--- src/rtl/mem_bus_arbiter_pkg.sv ---
// Shared types for the I/D memory bus arbiter: requester identity,
// transaction FSM states and the core's address/data word typedefs.
package mem_bus_arbiter_pkg;

   typedef logic [31:0] Addr;
   typedef logic [31:0] UIntX;

   typedef enum logic [0:0] {
      ARB_I = 1'b0,
      ARB_D = 1'b1
   } ArbOwner;

   typedef enum logic [1:0] {
      ARB_IDLE = 2'd0,
      ARB_REQ  = 2'd1,
      ARB_RESP = 2'd2
   } ArbState;

endpackage

--- src/rtl/mem_arb_pick.sv ---
// Winner selection between fetch (I) and data (D) requesters plus the
// starvation counter that forces an I grant after STARVE_LIMIT D grants.
module mem_arb_pick
   import mem_bus_arbiter_pkg::*;
#(
   parameter int STARVE_LIMIT = 4,
   parameter int CNT_W        = $clog2(STARVE_LIMIT + 1)
) (
   input  logic             idle_i,
   input  logic             i_valid_i,
   input  logic             d_valid_i,
   input  logic [CNT_W-1:0] cnt_i,
   output logic             grant_valid_o,
   output ArbOwner          grant_owner_o,
   output logic [CNT_W-1:0] cnt_nxt_o
);

   localparam logic [CNT_W-1:0] LIMIT_C = CNT_W'(STARVE_LIMIT);

   logic i_starved;

   // D wins by default; a starved, still-waiting I overrides it
   always_comb begin
      i_starved     = i_valid_i && (cnt_i == LIMIT_C);
      grant_valid_o = idle_i && (i_valid_i || d_valid_i);
      if (d_valid_i && !i_starved) begin
         grant_owner_o = ARB_D;
      end else begin
         grant_owner_o = ARB_I;
      end

      // Count only D grants that passed over a waiting I; any idle cycle
      // without an I request, or an I grant, restarts the count.
      cnt_nxt_o = cnt_i;
      if (idle_i) begin
         if (!i_valid_i || (grant_owner_o == ARB_I)) begin
            cnt_nxt_o = '0;
         end else if (cnt_i != LIMIT_C) begin
            cnt_nxt_o = cnt_i + CNT_W'(1);
         end
      end
   end

endmodule

--- src/rtl/mem_bus_arbiter.sv ---
// Shares one memory port between instruction fetch (I) and data (D).
// One transaction in flight: IDLE accepts, REQ presents it to memory,
// RESP routes the single response back to its owner. A fetch flush while
// an I transaction is in flight swallows its response.
module mem_bus_arbiter
   import mem_bus_arbiter_pkg::*;
#(
   parameter int ADDR_W       = 32,
   parameter int DATA_W       = 32,
   parameter int STARVE_LIMIT = 4
) (
   input  logic                clk,
   input  logic                rst_n,
   input  logic                i_req_valid,
   output logic                i_req_ready,
   input  logic [ADDR_W-1:0]   i_req_addr,
   input  logic                i_flush,
   output logic                i_resp_valid,
   output logic [DATA_W-1:0]   i_resp_rdata,
   input  logic                d_req_valid,
   output logic                d_req_ready,
   input  logic [ADDR_W-1:0]   d_req_addr,
   input  logic                d_req_wen,
   input  logic [DATA_W-1:0]   d_req_wdata,
   input  logic [DATA_W/8-1:0] d_req_wmask,
   output logic                d_resp_valid,
   output logic [DATA_W-1:0]   d_resp_rdata,
   output logic                m_req_valid,
   input  logic                m_req_ready,
   output logic [ADDR_W-1:0]   m_req_addr,
   output logic                m_req_wen,
   output logic [DATA_W-1:0]   m_req_wdata,
   output logic [DATA_W/8-1:0] m_req_wmask,
   input  logic                m_resp_valid,
   input  logic [DATA_W-1:0]   m_resp_rdata
);

   localparam int CNT_W  = $clog2(STARVE_LIMIT + 1);
   localparam int MASK_W = DATA_W / 8;

   ArbState             state_q, state_d;
   ArbOwner             owner_q;
   logic                drop_q;
   logic [CNT_W-1:0]    cnt_q, cnt_d;
   logic [ADDR_W-1:0]   addr_q;
   logic                wen_q;
   logic [DATA_W-1:0]   wdata_q;
   logic [MASK_W-1:0]   wmask_q;

   logic                idle;
   logic                grant_valid;
   ArbOwner             grant_owner;
   logic                flush_hit;
   logic                resp_fire;

   mem_arb_pick #(
      .STARVE_LIMIT (STARVE_LIMIT),
      .CNT_W        (CNT_W)
   ) u_pick (
      .idle_i        (idle),
      .i_valid_i     (i_req_valid),
      .d_valid_i     (d_req_valid),
      .cnt_i         (cnt_q),
      .grant_valid_o (grant_valid),
      .grant_owner_o (grant_owner),
      .cnt_nxt_o     (cnt_d)
   );

   // Handshakes, response routing and next-state for the transaction FSM
   always_comb begin
      // Nothing is accepted or routed while reset is being applied
      idle      = rst_n && (state_q == ARB_IDLE);
      flush_hit = i_flush && (owner_q == ARB_I) &&
                  ((state_q == ARB_REQ) || (state_q == ARB_RESP));
      resp_fire = rst_n && (state_q == ARB_RESP) && m_resp_valid;

      i_req_ready  = grant_valid && (grant_owner == ARB_I);
      d_req_ready  = grant_valid && (grant_owner == ARB_D);

      // A flush in the very cycle of the response still suppresses it
      i_resp_valid = resp_fire && (owner_q == ARB_I) && !(drop_q || flush_hit);
      d_resp_valid = resp_fire && (owner_q == ARB_D);
      i_resp_rdata = m_resp_rdata;
      d_resp_rdata = m_resp_rdata;

      m_req_valid  = (state_q == ARB_REQ);
      m_req_addr   = addr_q;
      m_req_wen    = wen_q;
      m_req_wdata  = wdata_q;
      m_req_wmask  = wmask_q;

      state_d = state_q;
      case (state_q)
         ARB_IDLE: if (grant_valid)  state_d = ARB_REQ;
         ARB_REQ:  if (m_req_ready)  state_d = ARB_RESP;
         ARB_RESP: if (m_resp_valid) state_d = ARB_IDLE;
         default:                    state_d = ARB_IDLE;
      endcase
   end

   // FSM, starvation count, flush-drop flag and the registered memory request
   always_ff @(posedge clk) begin
      if (!rst_n) begin
         state_q <= ARB_IDLE;
         owner_q <= ARB_I;
         drop_q  <= 1'b0;
         cnt_q   <= '0;
         addr_q  <= '0;
         wen_q   <= 1'b0;
         wdata_q <= '0;
         wmask_q <= '0;
      end else begin
         state_q <= state_d;
         cnt_q   <= cnt_d;
         if (grant_valid) begin
            owner_q <= grant_owner;
            if (grant_owner == ARB_D) begin
               addr_q  <= d_req_addr;
               wen_q   <= d_req_wen;
               wdata_q <= d_req_wdata;
               wmask_q <= d_req_wmask;
            end else begin
               addr_q  <= i_req_addr;
               wen_q   <= 1'b0;
               wdata_q <= '0;
               wmask_q <= '0;
            end
         end
         if (resp_fire) begin
            drop_q <= 1'b0;
         end else if (flush_hit) begin
            drop_q <= 1'b1;
         end
      end
   end

`ifndef SYNTHESIS
   // Memory may only answer a transaction that is waiting for it; the cycle
   // right after reset is tolerated since an aborted transaction may still
   // get its late response then.
   a_resp_only_in_resp: assert property (@(posedge clk) disable iff (!rst_n)
      m_resp_valid |-> ((state_q == ARB_RESP) || !$past(rst_n)));
`endif

endmodule
--- config.mk ---
export PLATFORM = sky130hd
export DESIGN_NAME = mem_bus_arbiter
export DESIGN_NICKNAME = d
export VERILOG_FILES = /design/src/rtl/mem_bus_arbiter_pkg.sv /design/src/rtl/mem_arb_pick.sv /design/src/rtl/mem_bus_arbiter.sv
export SDC_FILE = /design/constraint.sdc
export NUM_CORES = 1
export LEC_CHECK = 0
export ABC_AREA = 1
export CAP_MARGIN = 20
export CORE_ASPECT_RATIO = 1.1
export CORE_MARGIN = 4
export CORE_UTILIZATION = 35
export DETAILED_ROUTE_END_ITERATION = 10
export PLACE_DENSITY = 0.89
export SETUP_SLACK_MARGIN = 0.15
export SLEW_MARGIN = 20
export SYNTH_ARGS = -nofsm -noshare
export SYNTH_HDL_FRONTEND = slang
export SYNTH_SLANG_ARGS = --single-unit
--- constraint.sdc ---
create_clock -name clk -period 1.8 [get_ports clk]
set_clock_uncertainty 0.05 [all_clocks]
set_input_delay 0.18 -clock clk [delete_from_list [all_inputs] [get_ports clk]]
set_output_delay 0.18 -clock clk [all_outputs]
set_load 0.05 [all_outputs]
==> impl_metrics.toml, run 1 <==
[grt]
antenna_found_initial = 0
grt_max_degree = 38
grt_usage = 0.199
grt_pass1_vias = 3822
grt_overflow = 0
grt_pass1_wl_mm = 20.0

[drt]
vias = 3877
drc_errors = 0
wirelength_mm = 13.1
drt_iter0_markers = 227
drt_pass1_iterations = 4
drt-vias-per-instance = 4.75
wl_per_cell_microns = 16.1
ant_nets = 0

[floorplanning]
num_rows = 39
die_y_microns = 118
ios = 278
core_sq_um = 10600
start_util = 0.363
die_w_microns = 108
die_area_sq_um = 12700

[critical_path]
crit_path_cell_trace = "inv_2 > ha_4 > a31o_4 > nor3_4 > buf_12"
cpLargestDelayFamily = "flip-flops"
crit_path_top_delay_cell = "dfxtp_2"
critPathMaxStageDelay_ps = 350
cp.required_ps = 1570
cp_max_fo = 2
worstSetupPathType = "flip-flop to output pin"
arrival_ps = 1500
critPathBufInv = 2
start_kind = "flip-flop"
crit_path_end_kind = "output pin"

[pwr]
clkPwrFrac = 0.283
sequentialPowerShare = 0.294
p_sw_frac = 0.384
total_power_uw = 6940
peakVddDrop_v = 0.000638
pwr-share-comb = 0.423
p_int_uw = 4280
power.switching_uw = 2660
power_leakage_uw = 0.00287
power_density_nw_per_um2 = 1170

[synth]
syn_area_per_cell_sq_um = 7.12
synth_top_area_share = 0.395
yosysTopAreaCell = "dfxtp_1"
ys_seq_area_frac = 0.395
yosysUniqueCellTypes = 22
ys_ff_latch = 76
ys_warn_count = 0
netlist_instances = 540
syn-num-nets = 687
synthesis.area_sq_um = 3850
synth_area_leaders = "dfxtp_1 40%, nand2_1 15%, buf_4 12%"

[sta]
rsz0062_at_grt = "true"
setup_violations = 0
finalSetupTns_ps = 0
slew_violations = 0
maxSlewHeadroom = 0.646
post-route-period-util = 0.963
fin_crit_ps = 1730
hold_viol = 0
clock.fmax_mhz = 577
worstMarginPinSlew_ps = 533

[cts]
clk_pin_slew_worst_paths_ps = 60
cts_buffer_depth = 2
cts_buffers = 9
clkLatencyLatePin_ps = 330
cts_tree = "built"
clock-sinks = 76
ctsHoldBuffers = 0
cts_root_buf = "clkbuf_16"
cts_htree_levels = 3

[run_status]
status = "finished clean"

[final_layout]
area.sequential_sq_um = 1530
syn_to_final_growth_pct = 54.8
nets = 815
layout-drive-gt1-share = 0.131
multi_input_area_sq_um = 1620
final_util = 0.562
antenna_cells = 0
fillers = 947

[place]
hpwl_mm = 9.71
place_congestion = 0.821
port_buffers = 181

[flow_run]
drv_cap = 0

[min_path]
hold_class = "input port to flip-flop"
worst paths after layout:
kind	from	end	slack, ps	depth (start not counted)
min	rst_n	drop_q	270	3
max reg2reg	cnt_q[0]	m_req_addr[29]	280	11
max	state_q[1]	i_resp_valid	70	5
min reg2reg	m_req_wdata[28]	m_req_wdata[28]	410	2
registers in the layout, indices dropped and copies added, names as in the netlist:
register	count
m_req_addr	32
m_req_wdata	32
m_req_wmask	4
cnt_q	3
state_q	2
drop_q	1
m_req_wen	1
owner_q	1
stage by stage:
stage,worst slack [ps],cells,instance area (sq um),hold slack (ps)
after floorplan,181,540,3860,272
after global placement,114,785,5460,310
after detailed placement,85.8,785,5460,310
after CTS,37.0,813,5900,259
after global routing,19.0,816,5950,292
final,65.9,816,5950,272
synth_stat cells:
| cell | number |
|---|---|
| buf_4 | 64 |
| nand2_1 | 152 |
| inv_1 | 45 |
| nand3_1 | 67 |
| nand2_2 | 3 |
| o21ai_0 | 1 |
| nor2_2 | 1 |
| buf_2 | 21 |
| nand4_1 | 32 |
| a21oi_1 | 40 |
| clkbuf_1 | 14 |
| inv_2 | 1 |
| and3_1 | 1 |
| ha_1 | 7 |
| a31o_2 | 1 |
| a31o_1 | 1 |
| nor3_1 | 1 |
| nor2_1 | 9 |
| nand3_2 | 1 |
| dfxtp_1 | 76 |
| nor2_4 | 1 |
| a211oi_1 | 1 |
area by class of cell:
class,instances,area share
timing repair buffer,216,0.357
multi-input combinational,319,0.273
clock inverter,6,0.0147
sequential,76,0.256
tap,143,0.0300
clock buffer,10,0.0401
inverter,46,0.0296
power by group through the flow:
| stage | clock network (uW) | logic [uW] | registers [uW] |
|---|---|---|---|
| 4_1_cts | 2020 | 2880 | 2040 |
| 3_3_place_gp | 0 | 2780 | 2060 |
| 2_1_floorplan | 0 | 1470 | 2700 |
| 5_1_grt | 2090 | 3160 | 2060 |
| 6_report | 1970 | 2930 | 2040 |
| 3_5_place_dp | 0 | 2810 | 2070 |
worst register-to-register path: stages, from the launching register on:
cell and delay (ps):
dfxtp_2 330, inv_2 50, ha_4 160, nand3_4 80
nand2_4 70, buf_12 140, buf_6 140, buf_4 160
nand3_1 70, nand3_1 80, nand2_1 70, inv_1 30
kinds of logic after synthesis:
family | count (synthesis) | synth area share
and+or+nand+nor | 268 | 0.311
buffers and inverters | 145 | 0.211
AOI/OAI and AO/OA | 44 | 0.0598
adders and majority gates | 7 | 0.0228
DFF | 76 | 0.395
cells in the final DEF, fill, tap and decap left out, drive strengths merged:
master         instances
clkinv                 4
nand2                155
nand3                 68
clkbuf                10
dfxtp                 76
clkinvlp               1
inv                   45
a21oi                 40
buf                   47
nand4                 32
bufbuf                 1
clkdlybuf4s50        106
and3                   1
a31o                   2
nor3                   1
ha                     7
dlygate4sd2           62
nor2                  11
o21ai                  1
a211oi                 1
bufinv                 2
repair_timing:
| action | CTS | global route |
|---|---|---|
| gates resized for setup | 83 | 7 |
| buffers inserted | 11 | 3 |
| setup endpoints to repair | 85 | 13 |
| pin swaps | 6 | 3 |
| cloned | 1 | 0 |
layer usage:
metal  wire (microns)  GRT usage
met3             1720      0.101
met1             4770      0.203
met2             6320      0.340
met5                0          0
met4              326     0.0845
(Power assumes the default switching activity.)
==> run 2, diff against run 1 <==
- CORE_UTILIZATION: 35 -> 32
- PLACE_DENSITY: 0.89 -> 0.86
- SLEW_MARGIN: 20 -> not set
- clock period: 1.8 -> 1.54 ns (I/O delays scaled with it)
==> run 2 against run 1 <==
  * The flow now finishes with violations (setup timing)
  * Die area is 8.7% higher
  * Global-route usage increased by 0.57 points
  * Worst hold slack got worse by 18 ps
  * Clock power is 10% higher
  * Setup slack got worse by 250 ps
  * Via count is 8.8% higher
  * Critical path type unchanged
  * Largest cell class unchanged
==> impl_metrics.toml, run 2 (synthesis gave the netlist of run 1 again) <==
[drt]
wirelength_mm = 15.9
vias = 4220
drt-vias-per-instance = 4.96
wl_per_cell_microns = 18.7
drt_pass1_iterations = 4
ant_nets = 0
drc_errors = 0
drt_iter0_markers = 275

[floorplanning]
core_sq_um = 11600
start_util = 0.332
num_rows = 41
die_area_sq_um = 13800
die_y_microns = 123
ios = 278
die_w_microns = 113

[run_status]
violations = "setup timing"
status = "finished, violations left"

[grt]
grt-busiest-layer = "met2"
met2_usage = 0.364
grt_util_met3 = 0.103
grt_usage = 0.205
antenna_found_initial = 0
grt_pass1_wl_mm = 22.2
grt_overflow = 0
grt_max_degree = 39
use_met1 = 0.201
grt_pass1_vias = 4146

[pwr]
sequentialPowerShare = 0.249
clkPwrFrac = 0.224
p_sw_frac = 0.393
pwr-share-comb = 0.527
peakVddDrop_v = 0.000777
power.switching_uw = 3820
total_power_uw = 9710
power_leakage_uw = 0.00332
power_density_nw_per_um2 = 1350
p_int_uw = 5890

[final_layout]
nets = 842
fillers = 901
layout-drive-gt1-share = 0.449
syn_to_final_growth_pct = 87.4
final_cell_mix = "110 x nand2_1, 106 x clkdlybuf4s50_1, 92 x buf_4"
antenna_cells = 0
final_util = 0.622
mostFrequentLayoutCell = "nand2_1"

[cts]
cts_htree_levels = 3
clkLatencyLatePin_ps = 330
clock-sinks = 76
cts_tree = "built"
ctsHoldBuffers = 0
cts_buffers = 9
cts_root_buf = "clkbuf_16"
clk_pin_slew_worst_paths_ps = 60
cts_buffer_depth = 2

[critical_path]
crit_path_end_kind = "output pin"
cp.required_ps = 1340
worstSetupPathType = "flip-flop to output pin"
cp_max_fo = 4
arrival_ps = 1520
start_kind = "flip-flop"

[sta]
layout_setup_ws_ps = -185
slew_violations = 0
post-route-period-util = 1.12
setup_violations = 64
hold_viol = 0
maxSlewHeadroom = 0.778
fin_crit_ps = 1730
worstMarginPinSlew_ps = 333
rsz0062_at_grt = "true"
clock.fmax_mhz = 580

[flow_run]
drv_cap = 0

[place]
hpwl_mm = 10.1
port_buffers = 181
place_congestion = 0.773

[min_path]
hold_class = "input port to flip-flop"
-- run 2: changes by cell type in the layout (fill, tap and decap cells not counted), moves of 41 or more --
| cell | before | now |
|---|---|---|
| nand2_1 | 151 | 110 |
| dlygate4sd2_1 | 62 | 0 |
| buf_4 | 33 | 92 |
| nand3_1 | 66 | 3 |
| nand3_2 | 0 | 46 |
-- run 2: path summary, 6_finish.rpt --
check	start	endpoint	slack [ps]	cells past startpoint
worst max-delay path	state_q[0]	i_resp_valid	-190	5
worst min-delay path	rst_n	drop_q	250	3
worst max register to register	cnt_q[0]	m_req_wen	-160	12
worst min register to register	m_req_wdata[9]	m_req_wdata[9]	420	2
-- run 2: layout make-up --
type,instances,area (sq um),share of cell area
sequential,76,1530,0.212
inverter,46,194,0.0269
tap,150,188,0.0260
timing repair buffer,243,2560,0.356
multi-input combinational,319,2430,0.337
clock inverter,4,47.5,0.00659
clock buffer,12,256,0.0356
-- run 2: worst max-delay path: stages (launching register included) --
cell and delay [ps]:
dfxtp_2 350, inv_4 60, ha_4 230, a31o_4 230, nor3_4 160, buf_12 160
-- run 2: power groups by stage --
stage / sequential (uW) / clock (uW) / combinational (uW)
floorplan: 3160 / 0 / 1800
global placement: 2420 / 0 / 3300
detailed placement: 2430 / 0 / 3340
CTS: 2400 / 2230 / 4450
global route: 2450 / 2310 / 5420
finish: 2420 / 2170 / 5120
-- run 2: per-layer routing --
layer	share of wire	wire length (microns)
met2	0.51	8200
met4	0.027	429
met3	0.12	1830
met1	0.34	5460
met5	0	0
-- run 2: what timing repair did --
| action | CTS | global route |
|---|---|---|
| setup buffers | 16 | 15 |
| gates cloned | 8 | 2 |
| resized for setup | 121 | 112 |
| pin swaps | 18 | 39 |
| endpoints found under the setup margin | 79 | 72 |
-- run 2: stage by stage --
step / cell area (sq um) / setup slack (ps) / std cells / TNS [ps] / hold slack [ps]
2_1_floorplan: 3920 / 41.9 / 540 / 0 / 246
3_3_place_gp: 5380 / -127 / 793 / -5850 / 259
3_5_place_dp: 5380 / -180 / 793 / -9790 / 259
4_1_cts: 6580 / -207 / 833 / -5720 / 249
5_1_grt: 7210 / -244 / 850 / -10340 / 258
6_report: 7210 / -185 / 850 / -5410 / 253
==> RTL edit (settings of run 2) <==
Re-encode `ArbState` (3 states) as one-hot, 3 bits wide.
--- a/src/rtl/mem_bus_arbiter_pkg.sv
+++ b/src/rtl/mem_bus_arbiter_pkg.sv
@@ -11,8 +11,8 @@
    } ArbOwner;
 
-   typedef enum logic [1:0] {
-      ARB_IDLE = 2'd0,
-      ARB_REQ  = 2'd1,
-      ARB_RESP = 2'd2
+   typedef enum logic [2:0] {
+      ARB_IDLE = 3'b001,
+      ARB_REQ  = 3'b010,
+      ARB_RESP = 3'b100
    } ArbState;
 
Function: no difference found for any inputs over 4 cycles, from zero or initial values and one cycle with rst_n low; so few cycles prove little.
==> RTL edit against run 2 <==
Routed wire length decreased by 19%. Critical endpoint is now i_req_ready. Setup slack improved by 0.010 ns. Sequential share of layout area increased by 3.0 points. First-iteration DRC count decreased by 48%. Utilization decreased by 6.7 points. Synthesized area about the same. The run still ends with negative setup slack left. Register-to-register slack improved by 0.07 ns. Cell area decreased by 11%. Sequential cell count increased by 1. Largest cell class unchanged. Final cell count decreased by 1.4%. Die area about the same. Via count decreased by 9.0%.
Power is not compared: it rests on default switching activity, and its combinational part moved more than twofold at a synthesized area within 25%.
==> RTL edit: results (changes against run 2) <==
- 1st-iter DRT viols: 144 (-48%)
- First-pass GRT wire length: 18,800 um (-15%)
- Syn nets: 674 (-1.9%)
- Cell count after synthesis: 532 (-1.5%)
- Final WS setup: -0.1749 ns (+0.01019 ns)
- Layout fillers: 1,049 (+16%)
- Final WL: 12,890 um (-19%)
- Class of the worst hold path: in2out
- CP delay by family, top: buffers and inverters
- Vias per cell: 4.584 (-7.7%)
- Status: complete, but fails checks
- Pre-CTS setup slack: -0.1465 ns (+0.03362 ns)
- Synth top cells by count: nand2_1 (224), dfxtp_1 (77), buf_4 (67)
- Global Route Usage Sum: 17.29% (-3.2 points)
- Nets: 825 (-2.0%)
- Synth area leaders: dfxtp_1 (40%), nand2_1 (22%), buf_4 (13%)
- Final Wtd Congestion: 0.7884 (+2.0%)
- Largest net degree at the start of global routing: 29 (-26%)
- Netlist cell types: 24 (+9.1%)
- Slowest-stage cell, CP: dfxtp_4
- Relative slew slack: 81.92% (+4.1 points)
- Layout cells sized above 1: 35.90% (-9.0 points)
- Finish-stage setup viols: 66 (+3.1%)
- Non-filler cells, final: 838 (-1.4%)
- Number of global-route vias before repair: 3,810 (-8.1%)
- Failing checks: negative setup slack
- Detailed placement HPWL: 8616 um (-14%)
-- RTL edit: cell count changes after synthesis, sizes merged, moves of 32 or more --
| cell | run 2 | this run |
|---|---|---|
| a21oi | 40 | 74 |
| nand2 | 155 | 246 |
| nand4 | 32 | 0 |
| nand3 | 68 | 7 |
| inv | 46 | 12 |
-- RTL edit: area by class of cell --
cell class              instances  area [sq um]  share of cell area, %
well taps                     150         187.7                  2.918
clock buffers                  11         252.7                  3.930
flip-flops and latches         77          1556                  24.20
repair buffers                233          2419                  37.61
clock inverters                 5         58.81                 0.9144
multi-input cells             349          1892                  29.42
inverters                      13         65.06                  1.012
-- RTL edit: routing by layer --
| layer | part of all wire, % | vias up | global-route usage, % |
|---|---|---|---|
| met4 | 3.9 | 0 | 8.114 |
| met3 | 8.8 | 50 | 5.874 |
| met5 | 0 | - | 0 |
| li1 | - | 1904 | - |
| met1 | 37 | 1730 | 18.28 |
| met2 | 51 | 157 | 31.04 |
-- RTL edit: repair_timing --
| item | 4_1_cts | 5_1_grt |
|---|---|---|
| resized for setup | 28 | 63 |
| setup buffers | 15 | 4 |
| gates cloned | 5 | 2 |
| pin swaps | 8 | 21 |
| setup endpoints to repair | 75 | 80 |
-- RTL edit: final timing paths --
check,start,endpoint,slack (ns),cells past startpoint
setup / recovery,state_q[2]$_SDFFE_PN0P_,i_req_ready,-0.17,6
hold / removal,m_resp_rdata[8],i_resp_rdata[8],0.26,0
setup reg to reg,state_q[2]$_SDFFE_PN0P_,m_req_addr[1]$_SDFFE_PN0P_,-0.09,9
hold reg to reg,drop_q$_SDFFE_PP0P_,drop_q$_SDFFE_PP0P_,0.41,2
-- RTL edit: logic make-up (layout without fill, tap and decap cells) --
family	Yosys count	after routing	share of synthesized area [%]
AND/OR/NAND/NOR	267	267	28.63
buffers and inverters	106	262	18.05
AO/OA/AOI/OAI	79	79	12.36
flip-flops	77	77	40.08
adder cells (fa/ha/maj)	2	2	0.6505
XOR/XNOR	1	1	0.2278
-- RTL edit: metrics by stage --
stage                     TNS [ns]  cell area, sq um  hold WS (ns)
after global routing        -8.758              6431        0.2581
after global placement      -4.646              5477        0.2585
final                       -3.171              6431        0.2580
after CTS                   -4.223              6130        0.2585
after detailed placement    -6.920              5477        0.2585
after floorplan                  0              3939        0.2404
-- RTL edit: power by group --
part	switching, uW	internal [uW]
clock network	832	1340
registers	81.3	2110
logic	1010	863
